[src/rtl/sh4_fpu_fmul_sched_pkg.sv]
// Shared types and constants for the SH-4 FPU multiplier issue scheduler:
// operand packing, tag width, requester IDs and ownership-pipe entry layout.
package sh4_fpu_fmul_sched_pkg;

  localparam int FMS_TAG_W = 5;
  localparam int FMS_OP_W  = 36;
  localparam int FMS_CNT_W = 4;

  // Operand bundle layout {sign, exp[8:0], frac[22:0], is_zero, is_inf, is_nan}
  localparam int FMS_SIGN_BIT = 35;
  localparam int FMS_EXP_HI   = 34;
  localparam int FMS_EXP_LO   = 26;
  localparam int FMS_FRAC_HI  = 25;
  localparam int FMS_FRAC_LO  = 3;
  localparam int FMS_ZERO_BIT = 2;
  localparam int FMS_INF_BIT  = 1;
  localparam int FMS_NAN_BIT  = 0;

  localparam logic FMS_PORT_SCALAR = 1'b0;
  localparam logic FMS_PORT_VEC    = 1'b1;

  typedef logic [FMS_TAG_W-1:0] fms_tag_t;
  typedef logic [FMS_OP_W-1:0]  fms_op_t;

  typedef struct packed {
    fms_tag_t tag;
    fms_op_t  a;
    fms_op_t  b;
  } fms_bundle_t;

  typedef struct packed {
    logic live;
    logic owner;
    logic killed;
  } fms_own_t;

  function automatic fms_op_t fms_pack_op(input logic        sign_v,
                                          input logic [8:0]  exp_v,
                                          input logic [22:0] frac_v,
                                          input logic        zero_v,
                                          input logic        inf_v,
                                          input logic        nan_v);
    fms_op_t op;
    op = '0;
    op[FMS_SIGN_BIT]             = sign_v;
    op[FMS_EXP_HI:FMS_EXP_LO]    = exp_v;
    op[FMS_FRAC_HI:FMS_FRAC_LO]  = frac_v;
    op[FMS_ZERO_BIT]             = zero_v;
    op[FMS_INF_BIT]              = inf_v;
    op[FMS_NAN_BIT]              = nan_v;
    return op;
  endfunction

endpackage

[src/rtl/sh4_fpu_fmul_sched_if.sv]
// Bus bundle between FPU decode / vector sequencer, the scheduler and the
// multiplier wrapper. The scheduler takes the slave modport.
//
// Request handshake: a request transfers in a cycle where reqN_valid and
// reqN_ready are both high. reqN_ready is combinational from reqN_valid,
// the port's credit and flush; the requester holds tag/a/b stable while
// valid is high and not yet accepted.
interface sh4_fpu_fmul_sched_if;
  import sh4_fpu_fmul_sched_pkg::*;

  logic                 flush;
  logic                 req0_valid;
  logic                 req0_ready;
  fms_tag_t             req0_tag;
  fms_op_t              req0_a;
  fms_op_t              req0_b;
  logic                 req1_valid;
  logic                 req1_ready;
  fms_tag_t             req1_tag;
  fms_op_t              req1_a;
  fms_op_t              req1_b;
  logic                 cr0_return;
  logic                 cr1_return;
  logic                 m_valid;
  fms_tag_t             m_tag;
  fms_op_t              m_a;
  fms_op_t              m_b;
  logic                 m_res_valid;
  logic                 resp0_valid;
  logic                 resp1_valid;
  logic                 err;
  logic [FMS_CNT_W-1:0] dbg_credit0;
  logic [FMS_CNT_W-1:0] dbg_credit1;

  modport slave (
    input  flush,
    input  req0_valid, req0_tag, req0_a, req0_b,
    input  req1_valid, req1_tag, req1_a, req1_b,
    input  cr0_return, cr1_return,
    input  m_res_valid,
    output req0_ready, req1_ready,
    output m_valid, m_tag, m_a, m_b,
    output resp0_valid, resp1_valid,
    output err, dbg_credit0, dbg_credit1
  );

  modport master (
    output flush,
    output req0_valid, req0_tag, req0_a, req0_b,
    output req1_valid, req1_tag, req1_a, req1_b,
    output cr0_return, cr1_return,
    output m_res_valid,
    input  req0_ready, req1_ready,
    input  m_valid, m_tag, m_a, m_b,
    input  resp0_valid, resp1_valid,
    input  err, dbg_credit0, dbg_credit1
  );

endinterface

[src/rtl/sh4_fpu_fmul_credit.sv]
// Per-requester result-buffer credit counter: net of one take and up to two
// returns per cycle, saturating at CREDITS with a one-cycle overflow flag.
module sh4_fpu_fmul_credit
  import sh4_fpu_fmul_sched_pkg::*;
#(
  parameter int CREDITS = 4
) (
  input  logic                 clk,
  input  logic                 rst_n,
  input  logic                 take_i,
  input  logic                 ret_a_i,
  input  logic                 ret_b_i,
  output logic [FMS_CNT_W-1:0] credit_o,
  output logic                 avail_o,
  output logic                 ovf_o
);

  localparam int                 SUM_W = FMS_CNT_W + 1;
  localparam logic [SUM_W-1:0]   MAX_C = SUM_W'(CREDITS);

  logic [FMS_CNT_W-1:0] cnt_q, cnt_d;
  logic [SUM_W-1:0]     sum;
  logic                 take_ok;

  // A take at zero is never granted upstream; masking it keeps the sum from wrapping.
  assign take_ok = take_i && (cnt_q != '0);

  always_comb begin
    sum   = {1'b0, cnt_q} + SUM_W'(ret_a_i) + SUM_W'(ret_b_i) - SUM_W'(take_ok);
    cnt_d = sum[FMS_CNT_W-1:0];
    ovf_o = 1'b0;
    if (sum > MAX_C) begin
      cnt_d = MAX_C[FMS_CNT_W-1:0];
      ovf_o = 1'b1;
    end
  end

  always_ff @(posedge clk or negedge rst_n) begin
    if (!rst_n) begin
      cnt_q <= MAX_C[FMS_CNT_W-1:0];
    end else begin
      cnt_q <= cnt_d;
    end
  end

  assign credit_o = cnt_q;
  assign avail_o  = (cnt_q != '0);

endmodule

[src/rtl/sh4_fpu_fmul_sched.sv]
// Shares one pipelined FP multiplier between scalar FMUL (port 0) and the
// FIPR/FTRV sequencer (port 1). FMUL_SCHED_RR_EN selects round-robin arbitration.
module sh4_fpu_fmul_sched
  import sh4_fpu_fmul_sched_pkg::*;
#(
  parameter int LAT     = 3,
  parameter int CREDITS = 4
) (
  input logic                  clk,
  input logic                  rst_n,
  sh4_fpu_fmul_sched_if.slave  bus
);

  logic                 elig0, elig1;
  logic                 grant0, grant1, any_grant;
  logic                 avail0, avail1;
  logic                 ovf0, ovf1;
  logic [FMS_CNT_W-1:0] credit0, credit1;

  logic                 m_valid_q;
  logic                 m_owner_q;
  fms_bundle_t          m_bundle_q, m_bundle_d;

  fms_own_t [LAT-1:0]   pipe_q, pipe_d;
  fms_own_t             tail;
  logic                 tail_kill;
  logic                 auto_ret0, auto_ret1;
  logic                 proto_err;
  logic                 err_q;

  // ---------------------------------------------------------------- arbiter
  assign elig0 = bus.req0_valid && avail0 && !bus.flush;
  assign elig1 = bus.req1_valid && avail1 && !bus.flush;

`ifdef FMUL_SCHED_RR_EN
  logic rr_last_q;

  always_comb begin
    grant0 = 1'b0;
    grant1 = 1'b0;
    if (elig0 && elig1) begin
      if (rr_last_q == FMS_PORT_SCALAR) grant1 = 1'b1;
      else                              grant0 = 1'b1;
    end else begin
      grant0 = elig0;
      grant1 = elig1;
    end
  end

  // Reset to the vector port so the scalar port wins the first contention.
  always_ff @(posedge clk or negedge rst_n) begin
    if (!rst_n) begin
      rr_last_q <= FMS_PORT_VEC;
    end else if (any_grant) begin
      rr_last_q <= grant1 ? FMS_PORT_VEC : FMS_PORT_SCALAR;
    end
  end
`else
  always_comb begin
    grant1 = elig1;
    grant0 = elig0 && !elig1;
  end
`endif

  assign any_grant      = grant0 || grant1;
  assign bus.req0_ready = grant0;
  assign bus.req1_ready = grant1;

  // ---------------------------------------------------------- issue register
  always_comb begin
    m_bundle_d = '0;
    if (grant1) begin
      m_bundle_d.tag = bus.req1_tag;
      m_bundle_d.a   = bus.req1_a;
      m_bundle_d.b   = bus.req1_b;
    end else begin
      m_bundle_d.tag = bus.req0_tag;
      m_bundle_d.a   = bus.req0_a;
      m_bundle_d.b   = bus.req0_b;
    end
  end

  always_ff @(posedge clk or negedge rst_n) begin
    if (!rst_n) begin
      m_valid_q  <= 1'b0;
      m_owner_q  <= FMS_PORT_SCALAR;
      m_bundle_q <= '0;
    end else begin
      m_valid_q <= any_grant;
      if (any_grant) begin
        m_owner_q  <= grant1 ? FMS_PORT_VEC : FMS_PORT_SCALAR;
        m_bundle_q <= m_bundle_d;
      end
    end
  end

  assign bus.m_valid = m_valid_q;
  assign bus.m_tag   = m_bundle_q.tag;
  assign bus.m_a     = m_bundle_q.a;
  assign bus.m_b     = m_bundle_q.b;

  // ---------------------------------------------------------- ownership pipe
  always_comb begin
    pipe_d = pipe_q;
    for (int i = LAT - 1; i > 0; i--) begin
      pipe_d[i]        = pipe_q[i-1];
      pipe_d[i].killed = pipe_q[i-1].killed | (bus.flush & pipe_q[i-1].live);
    end
    pipe_d[0].live   = m_valid_q;
    pipe_d[0].owner  = m_owner_q;
    pipe_d[0].killed = bus.flush & m_valid_q;
  end

  always_ff @(posedge clk or negedge rst_n) begin
    if (!rst_n) begin
      pipe_q <= '0;
    end else begin
      pipe_q <= pipe_d;
    end
  end

  // ------------------------------------------------------------ result steer
  // The tail is still in flight during a flush cycle, so flush kills it too.
  assign tail      = pipe_q[LAT-1];
  assign tail_kill = tail.killed | bus.flush;

  assign bus.resp0_valid = tail.live && !tail_kill && (tail.owner == FMS_PORT_SCALAR);
  assign bus.resp1_valid = tail.live && !tail_kill && (tail.owner == FMS_PORT_VEC);
  assign auto_ret0       = tail.live &&  tail_kill && (tail.owner == FMS_PORT_SCALAR);
  assign auto_ret1       = tail.live &&  tail_kill && (tail.owner == FMS_PORT_VEC);
  assign proto_err       = tail.live ^ bus.m_res_valid;

  // ----------------------------------------------------------------- credits
  sh4_fpu_fmul_credit #(.CREDITS(CREDITS)) u_credit0 (
    .clk      (clk),
    .rst_n    (rst_n),
    .take_i   (grant0),
    .ret_a_i  (bus.cr0_return),
    .ret_b_i  (auto_ret0),
    .credit_o (credit0),
    .avail_o  (avail0),
    .ovf_o    (ovf0)
  );

  sh4_fpu_fmul_credit #(.CREDITS(CREDITS)) u_credit1 (
    .clk      (clk),
    .rst_n    (rst_n),
    .take_i   (grant1),
    .ret_a_i  (bus.cr1_return),
    .ret_b_i  (auto_ret1),
    .credit_o (credit1),
    .avail_o  (avail1),
    .ovf_o    (ovf1)
  );

  assign bus.dbg_credit0 = credit0;
  assign bus.dbg_credit1 = credit1;

  // -------------------------------------------------------------- sticky err
  always_ff @(posedge clk or negedge rst_n) begin
    if (!rst_n) begin
      err_q <= 1'b0;
    end else begin
      err_q <= err_q | proto_err | ovf0 | ovf1;
    end
  end

  assign bus.err = err_q;

endmodule

[src/flat_wrapper.sv]
// flat-port wrapper written by rule: the top's interface ports become plain ports
module sh4_fpu_fmul_sched_flat import sh4_fpu_fmul_sched_pkg::*;
#(
  parameter int LAT     = 3,
  parameter int CREDITS = 4
)
  (clk, rst_n, bus_flush, bus_req0_valid, bus_req0_tag, bus_req0_a, bus_req0_b, bus_req1_valid, bus_req1_tag, bus_req1_a, bus_req1_b, bus_cr0_return, bus_cr1_return, bus_m_res_valid, bus_req0_ready, bus_req1_ready, bus_m_valid, bus_m_tag, bus_m_a, bus_m_b, bus_resp0_valid, bus_resp1_valid, bus_err, bus_dbg_credit0, bus_dbg_credit1);
  sh4_fpu_fmul_sched_if bus_i ();
  input logic clk;
  input logic rst_n;
  input wire logic [$bits(bus_i.flush)-1:0] bus_flush;
  input wire logic [$bits(bus_i.req0_valid)-1:0] bus_req0_valid;
  input wire logic [$bits(bus_i.req0_tag)-1:0] bus_req0_tag;
  input wire logic [$bits(bus_i.req0_a)-1:0] bus_req0_a;
  input wire logic [$bits(bus_i.req0_b)-1:0] bus_req0_b;
  input wire logic [$bits(bus_i.req1_valid)-1:0] bus_req1_valid;
  input wire logic [$bits(bus_i.req1_tag)-1:0] bus_req1_tag;
  input wire logic [$bits(bus_i.req1_a)-1:0] bus_req1_a;
  input wire logic [$bits(bus_i.req1_b)-1:0] bus_req1_b;
  input wire logic [$bits(bus_i.cr0_return)-1:0] bus_cr0_return;
  input wire logic [$bits(bus_i.cr1_return)-1:0] bus_cr1_return;
  input wire logic [$bits(bus_i.m_res_valid)-1:0] bus_m_res_valid;
  output wire logic [$bits(bus_i.req0_ready)-1:0] bus_req0_ready;
  output wire logic [$bits(bus_i.req1_ready)-1:0] bus_req1_ready;
  output wire logic [$bits(bus_i.m_valid)-1:0] bus_m_valid;
  output wire logic [$bits(bus_i.m_tag)-1:0] bus_m_tag;
  output wire logic [$bits(bus_i.m_a)-1:0] bus_m_a;
  output wire logic [$bits(bus_i.m_b)-1:0] bus_m_b;
  output wire logic [$bits(bus_i.resp0_valid)-1:0] bus_resp0_valid;
  output wire logic [$bits(bus_i.resp1_valid)-1:0] bus_resp1_valid;
  output wire logic [$bits(bus_i.err)-1:0] bus_err;
  output wire logic [$bits(bus_i.dbg_credit0)-1:0] bus_dbg_credit0;
  output wire logic [$bits(bus_i.dbg_credit1)-1:0] bus_dbg_credit1;
  assign bus_i.flush = bus_flush;
  assign bus_i.req0_valid = bus_req0_valid;
  assign bus_i.req0_tag = bus_req0_tag;
  assign bus_i.req0_a = bus_req0_a;
  assign bus_i.req0_b = bus_req0_b;
  assign bus_i.req1_valid = bus_req1_valid;
  assign bus_i.req1_tag = bus_req1_tag;
  assign bus_i.req1_a = bus_req1_a;
  assign bus_i.req1_b = bus_req1_b;
  assign bus_i.cr0_return = bus_cr0_return;
  assign bus_i.cr1_return = bus_cr1_return;
  assign bus_i.m_res_valid = bus_m_res_valid;
  assign bus_req0_ready = bus_i.req0_ready;
  assign bus_req1_ready = bus_i.req1_ready;
  assign bus_m_valid = bus_i.m_valid;
  assign bus_m_tag = bus_i.m_tag;
  assign bus_m_a = bus_i.m_a;
  assign bus_m_b = bus_i.m_b;
  assign bus_resp0_valid = bus_i.resp0_valid;
  assign bus_resp1_valid = bus_i.resp1_valid;
  assign bus_err = bus_i.err;
  assign bus_dbg_credit0 = bus_i.dbg_credit0;
  assign bus_dbg_credit1 = bus_i.dbg_credit1;
  sh4_fpu_fmul_sched #(.LAT(LAT), .CREDITS(CREDITS)) u_core (.clk(clk), .rst_n(rst_n), .bus(bus_i));
endmodule
[config.mk]
export PLATFORM = sky130hd
export DESIGN_NAME = sh4_fpu_fmul_sched_flat
export DESIGN_NICKNAME = d
export VERILOG_FILES = /design/src/rtl/sh4_fpu_fmul_sched_pkg.sv /design/src/rtl/sh4_fpu_fmul_sched_if.sv /design/src/rtl/sh4_fpu_fmul_credit.sv /design/src/rtl/sh4_fpu_fmul_sched.sv /design/src/flat_wrapper.sv
export SDC_FILE = /design/constraint.sdc
export NUM_CORES = 1
export LEC_CHECK = 0
export BUFFER_PORTS_ARGS = -buffer_cell sky130_fd_sc_hd__buf_2
export CORE_AREA = 2 2 89 125
export CTS_CLUSTER_SIZE = 14
export DETAILED_ROUTE_END_ITERATION = 8
export DIE_AREA = 0 0 91 127
export HOLD_SLACK_MARGIN = 0.06
export PLACE_DENSITY_LB_ADDON = 0.2
export SYNTH_ARGS = -nofsm -noshare
export SYNTH_HDL_FRONTEND = slang
export SYNTH_HIERARCHICAL = 1
export SYNTH_SLANG_ARGS = --single-unit
[constraint.sdc]
create_clock -name clk -period 5.3 [get_ports clk]
set_input_delay 0.53 -clock clk [delete_from_list [all_inputs] [get_ports clk]]
set_output_delay 0.53 -clock clk [all_outputs]
set_load 0.02 [all_outputs]
# Yosys cells after proc, flatten, opt, wreduce, memory -nomap -nowiden
# Cells that the tools add are included.
[word_totals]
regBits = 97
output_inout_bits = 91
word_cells = 61
[classes]
n_addsub = 6
order_cmp = 2
mux = 6
bitwise_logic = 11
n_reduce_logical = 19
[op_table]
columns = ["cell", "count"]
rows = [
  ["$mux 77", 1],
  ["$logic_and 1x1->1", 13],
  ["$add 4x1->5", 2],
  ["$add 5x1->5", 2],
  ["$gt 5x3->1 const B", 2],
  ["$sub 5x1->5", 2],
  ["$mux 4", 2],
  ["$reduce_bool 4->1", 2],
  ["$or 1x1->1", 6],
  ["$and 1x1->1", 3],
  ["$logic_not 1->1", 3],
  ["$mux 1", 3],
  ["$logic_or 1x1->1", 1],
  ["$not 1->1", 1],
  ["$xor 1x1->1", 1],
]

# Depth between registers and ports, before layout
[logic_depth]
word_depth = 11
mapped_depth = 16
ltp_nobuf = 16

# By module
# Netlist, hierarchy kept.
[by_module_without_submodules]
columns = ["mod", "instances", "cells_per_inst", "area_each_um2", "seq_area_each_um2"]
rows = [
  ["sh4_fpu_fmul_sched", 1, 295, 3911.3, 2227.1],
  ["sh4_fpu_fmul_credit", 2, 38, 357.8, 101.3],
]

# Worst setup path after synthesis
# No wires, ideal clock.
[synth_path]
kind = "flip-flop to flip-flop"
start = "register u_core.u_credit0.cnt_q[2] (netlist: u_core/u_credit0/credit_o[2])"
end = "register u_core.err_q (netlist: u_core/bus.err)"
setup_ns = 0.139
arrival_ns = 3.926
required_ns = 5.161
path_slack_ns = 1.235
stages_incl_launch_ff = 16
path_buffers = 0
cell_sequence = "dfstp_2 -> inv_1 -> ha_1 -> nand3_1 -> nand2_1 -> or3b_1 -> inv_1 -> and2_1 -> ha_1 -> fa_1 -> inv_1 -> fa_1 -> inv_1 -> a21oi_1 -> or4_1 -> or4_1"
[synth_via]
elab_chain_len = 10
elab_cells_between_ends = 12
classes_between = "add/sub: 3; order compare: 1; mux: 1; bitwise: 2; reduce/logical: 5"
[synth_rtl]
columns = ["element", "line_no", "rtl"]
rows = [
  ["from (decl)", "sh4_fpu_fmul_credit.sv:21", "logic [FMS_CNT_W-1:0] cnt_q, cnt_d;"],
  ["from (signal assigned)", "sh4_fpu_fmul_credit.sv:40", "cnt_q <= MAX_C[FMS_CNT_W-1:0];"],
  ["from (signal assigned)", "sh4_fpu_fmul_credit.sv:42", "cnt_q <= cnt_d;"],
  ["$reduce_bool 4->1", "sh4_fpu_fmul_credit.sv:47", "assign avail_o = (cnt_q != '0);"],
  ["via u_core.avail0", "sh4_fpu_fmul_sched.sv:16", "logic avail0, avail1;"],
  ["$logic_and 1x1->1 (2 in a row)", "sh4_fpu_fmul_sched.sv:32", "assign elig0 = bus.req0_valid && avail0 && !bus.flush;"],
  ["$logic_and 1x1->1", "sh4_fpu_fmul_sched.sv:61", "grant0 = elig0 && !elig1;"],
  ["via bus_req0_ready", "flat_wrapper.sv:23", "output wire logic [$bits(bus_i.req0_ready)-1:0] bus_req0_ready;"],
  ["$logic_and 1x1->1", "sh4_fpu_fmul_credit.sv:26", "assign take_ok = take_i && (cnt_q != '0);"],
  ["$sub 5x1->5", "sh4_fpu_fmul_credit.sv:29", "sum = {1'b0, cnt_q} + SUM_W'(ret_a_i) + SUM_W'(ret_b_i) - SUM_W'(take_ok);"],
  ["$gt 5x3->1", "sh4_fpu_fmul_credit.sv:32", "if (sum > MAX_C) begin"],
  ["$mux 1", "sh4_fpu_fmul_credit.sv:32", ""],
  ["via u_core.ovf0", "sh4_fpu_fmul_sched.sv:17", "logic ovf0, ovf1;"],
  ["$or 1x1->1 (2 in a row)", "sh4_fpu_fmul_sched.sv:164", "err_q <= err_q | proto_err | ovf0 | ovf1;"],
  ["to (signal assigned)", "sh4_fpu_fmul_sched.sv:164", ""],
  ["to (decl)", "sh4_fpu_fmul_sched.sv:29", "logic err_q;"],
]
# The timed path passes the listed nets, and every way through them passes these cells.
# A chain may end at the register's enable or synchronous reset.

# Worst setup path in the final report
[layout_path]
start = "register u_core.u_credit0.cnt_q[2] (netlist: u_core/u_credit0/credit_o[2])"
end = "register u_core.err_q (netlist: u_core/bus.err)"
[layout_via]
elab_chain_len = 10
elab_cells_between_ends = 12
classes_between = "add/sub: 3; order compare: 1; mux: 1; bitwise: 2; reduce/logical: 5"
[layout_rtl]
columns = ["element", "line_no"]
rows = [
  ["$reduce_bool 4->1 (*)", "sh4_fpu_fmul_credit.sv:47"],
  ["via u_core.avail0", "sh4_fpu_fmul_sched.sv:16"],
  ["$logic_and 1x1->1 (2 in a row)", "sh4_fpu_fmul_sched.sv:32"],
  ["$logic_and 1x1->1", "sh4_fpu_fmul_sched.sv:61"],
  ["$logic_and 1x1->1 (*)", "sh4_fpu_fmul_credit.sv:26"],
  ["$sub 5x1->5 (*)", "sh4_fpu_fmul_credit.sv:29"],
  ["$gt 5x3->1 (*)", "sh4_fpu_fmul_credit.sv:32"],
  ["$mux 1 (*)", "sh4_fpu_fmul_credit.sv:32"],
  ["via u_core.ovf0", "sh4_fpu_fmul_sched.sv:17"],
  ["$or 1x1->1 (*) (2 in a row)", "sh4_fpu_fmul_sched.sv:164"],
]
# The timed path passes the listed nets; every way through them passes the cells marked *.

==> run summary <==
In this run the clock root is driven by a clkbuf_16. The tools report the core region area as 10300 um2. The run finished with clean final reports. Among all flip-flop cells after synthesis, the most frequent one is dfrtp_1. TritonCTS built the clock tree.

After layout, the minimum clock period comes to 4.18 ns. Summing all placed instances gives a cell area of 5880 um2. Across the run, the number of max-cap violations was 0.

The insertion delay to the later sink of the worst-skew pair is 0.34 ns. The logs give 0 for the global-route congestion overflow total and 0 for the count of unresolved DRC violations after routing. The area growth from synthesis to layout is 33.6%. Setup repair after global routing left no endpoint under its margin. Detailed-route vias per instance: 5.40. The run gives 783 as the final net count.

Entering global routing, the biggest net connects 80 pins. Sequential area share after synthesis: 52.5%. The finished cells cover 6180 um2.

CTS built an H-tree with a depth of 3. The congestion estimate from routability-driven global placement came to 0.835. The final count of pins violating max slew is 0, and the largest fanout on the critical path is 7. The number of gates resized after CTS was 0.

Data on the critical path arrives at its endpoint at 4.39 ns. Clock-pin slew was measured on the worst setup and hold paths at 0.07 ns. The run gives 4194 as the via count of the first global-routing pass. The run gives 0.200 ns as the post-route worst hold slack.

From left edge to right edge, the die measures 91 um. Dividing the detail-routed wire length by the instance count gives 17.4 um. The run gives 2.86 nW as the static leakage power. Averaged over all synthesized cells, the footprint is 12.5 um2. Counting flops with a built-in enable in the synthesized netlist gives 0. 253 I/O pins were placed. Post-CTS timing repair inserted 0 buffers for setup. HPWL after detailed placement: 9410 um.

Setup violations remaining at the end of the flow were counted as 0. The critical path data required time is 5.51 ns, and the proportion of register bits with asynchronous set or reset after synthesis is 100%. After technology mapping, the gate count stands at 371.

The floorplan has 44 rows. STA classifies the critical path startpoint as a register. The number of synthesis warnings is 6. Kind of end point of the critical path: a register. The logs give 0 for the total count of hold-check failures in the final report and 13100 um for the aggregate routed wire length.

The global-route wire length before repair is 21000 um, and the transition time at the pin with the least slew margin is 1.01 ns. The number of design-rule violations left by the first detailed-router iteration is 148, and the proportion of layout cells with a drive suffix above 1 is 46.2%. The number of cells traversed by the worst register-to-register path came out at 15. The total CTS buffers was 9. Synthesis produced a netlist with a net count of 547. After layout, the worst path uses 78.9% of the clock period.

The total die area is 11600 um2, and the count of antenna-violating nets left after detailed routing is 0. Setup total negative slack on the finished layout was measured at 0 ns. The setup path with the least slack is of type reg2reg.

Cells fill 59.7% of the core in the end. The worst IR drop on VDD was 0.000144 V. The peak clock frequency supported by timing is 239 MHz. The clock arrives with 0.0112 ns of skew. The logs give 0 for the number of antenna violations at the first check in global routing and 22.8% for the total global-route track usage.

The pre-antenna-repair detailed-routing pass consisted of 4 iterations. The class of the worst hold path was in2async. The number of input and output port buffers inserted works out to 252.

The number of antenna diodes is 0. Headroom to the max-slew limit came out at 32.8%. The number of different library cells in the post-synthesis netlist is 34. The number of filler cells placed in the layout is 976, and the buffer levels on the longest clock path is 2. Detailed routing inserted a total of 4050 vias. For this design the ratio of total power to cell area is 345 nW/um2. The number of synthesized register bits was 97; the initial core utilization was 44.7%. Clock tree synthesis found a total of 97 sinks.

In this run the vertical extent of the chip is 127 um. The post-synthesis instance area was 4630 um2; the quantity of hold-fixing buffers added after cts was 0.
==> area by class of cell <==
class / count / area (um2) / area share, %
clock buffer: 13 / 260 / 4.21
clock inverter: 3 / 40.0 / 0.648
inverter: 20 / 75.1 / 1.21
multi-input combinational: 222 / 1900 / 30.8
sequential: 97 / 2430 / 39.3
tap: 138 / 173 / 2.79
timing repair buffer: 257 / 1300 / 21.1
==> power breakdown <==
part | internal, mW | total (mW) | switching [mW]
combinational | 0.239 | 0.570 | 0.331
clock | 0.390 | 0.647 | 0.257
sequential | 0.851 | 0.914 | 0.0638
==> per-layer routing <==
layer / share of wire [%] / vias up / global-route usage (%)
met4: 2.4 / 0 / 9.09
met3: 5.5 / 24 / 4.25
met5: 0 / - / 0
met2: 53 / 154 / 39.9
li1: - / 1903 / -
met1: 39 / 1969 / 27.9
==> stage by stage <==
| step | setup WS (ns) | std cells | power [mW] |
|---|---|---|---|
| floorplan | 1.24 | 371 | 1.27 |
| global route | 0.851 | 750 | 2.24 |
| finish | 1.12 | 750 | 2.13 |
| detailed placement | 1.12 | 734 | 1.50 |
| CTS | 1.11 | 750 | 2.16 |
| global placement | 1.21 | 734 | 1.48 |
==> state kept, by name, indices dropped and copies added, names as in the netlist <==
name and cells:
u_core/u_credit0/credit_o 4, u_core/pipe_d 4, u_core/u_credit1/credit_o 4, u_core/m_owner_q 1, u_core/bus.m_a 36, u_core/bus.m_b 36, u_core/bus.m_valid 1, u_core/bus.err 1
u_core/bus.m_tag 5, u_core/pipe_q 5
==> cells in the final DEF, fill, tap and decap left out, types with 3 or more instances in the layout <==
master	synthesis	final
a21o_1	4	4
or4_1	3	3
nor4_1	4	4
inv_1	19	19
nor3b_1	5	5
a21oi_1	6	6
nand2b_1	3	3
ha_1	10	10
o221a_1	69	69
a221o_1	5	5
or3_1	76	76
clkbuf_16	0	9
buf_4	0	6
o221a_2	3	3
buf_2	12	251
fa_1	4	4
nor2_1	4	4
dfrtp_1	95	95
and2_1	3	3
xnor2_1	4	4
==> critical path, cell delays in order, from the launching register on <==
cell     delay (ns)
dfstp_2        0.54
inv_1          0.06
ha_1           0.20
nand3_1        0.08
nand2_1        0.07
or3b_2         0.45
inv_1          0.20
and2_1         0.16
ha_1           0.23
fa_1           0.38
inv_1          0.08
fa_1           0.40
inv_1          0.09
a21oi_1        0.07
or4_1          0.55
or4_1          0.50
==> Yosys cell counts (4+ instances only) <==
library cell  count  area, um2
a21o_1            4       30.0
a21oi_1           6       30.0
a221o_1           5       50.1
buf_2            12       60.1
buf_8             7        105
clkbuf_1         12       45.0
dfrtp_1          95       2380
fa_1              4       80.1
ha_1             10        125
inv_1            19       71.3
nor2_1            4       15.0
nor3b_1           5       37.5
nor4_1            4       25.0
o221a_1          69        777
or3_1            76        475
xnor2_1           4       35.0
==> logic make-up (layout without fill, tap and decap cells) <==
group | after synthesis | in the layout | synth area share (%)
other | 2 | 2 | 0.162
XOR/XNOR | 5 | 5 | 0.946
flip-flops | 97 | 97 | 52.5
adder cells (fa/ha/maj) | 14 | 14 | 4.43
buffers and inverters | 52 | 293 | 6.41
AO/OA/AOI/OAI | 91 | 91 | 20.8
AND/OR/NAND/NOR | 110 | 110 | 14.7
==> worst paths after layout <==
check                                              from                            to  slack, ns
max                        u_core/u_credit0/credit_o[2]                u_core/bus.err       1.12
min                                               rst_n             u_core/bus.m_a[8]       0.20
max reg2reg                u_core/u_credit0/credit_o[2]                u_core/bus.err       1.12
min reg2reg                            u_core/pipe_d[7]              u_core/pipe_q[7]       0.36
max in group asynchronous                         rst_n  u_core/u_credit0/credit_o[1]       4.04
min in group clk                       u_core/pipe_d[7]              u_core/pipe_q[7]       0.36
(Power assumes the default switching activity.)
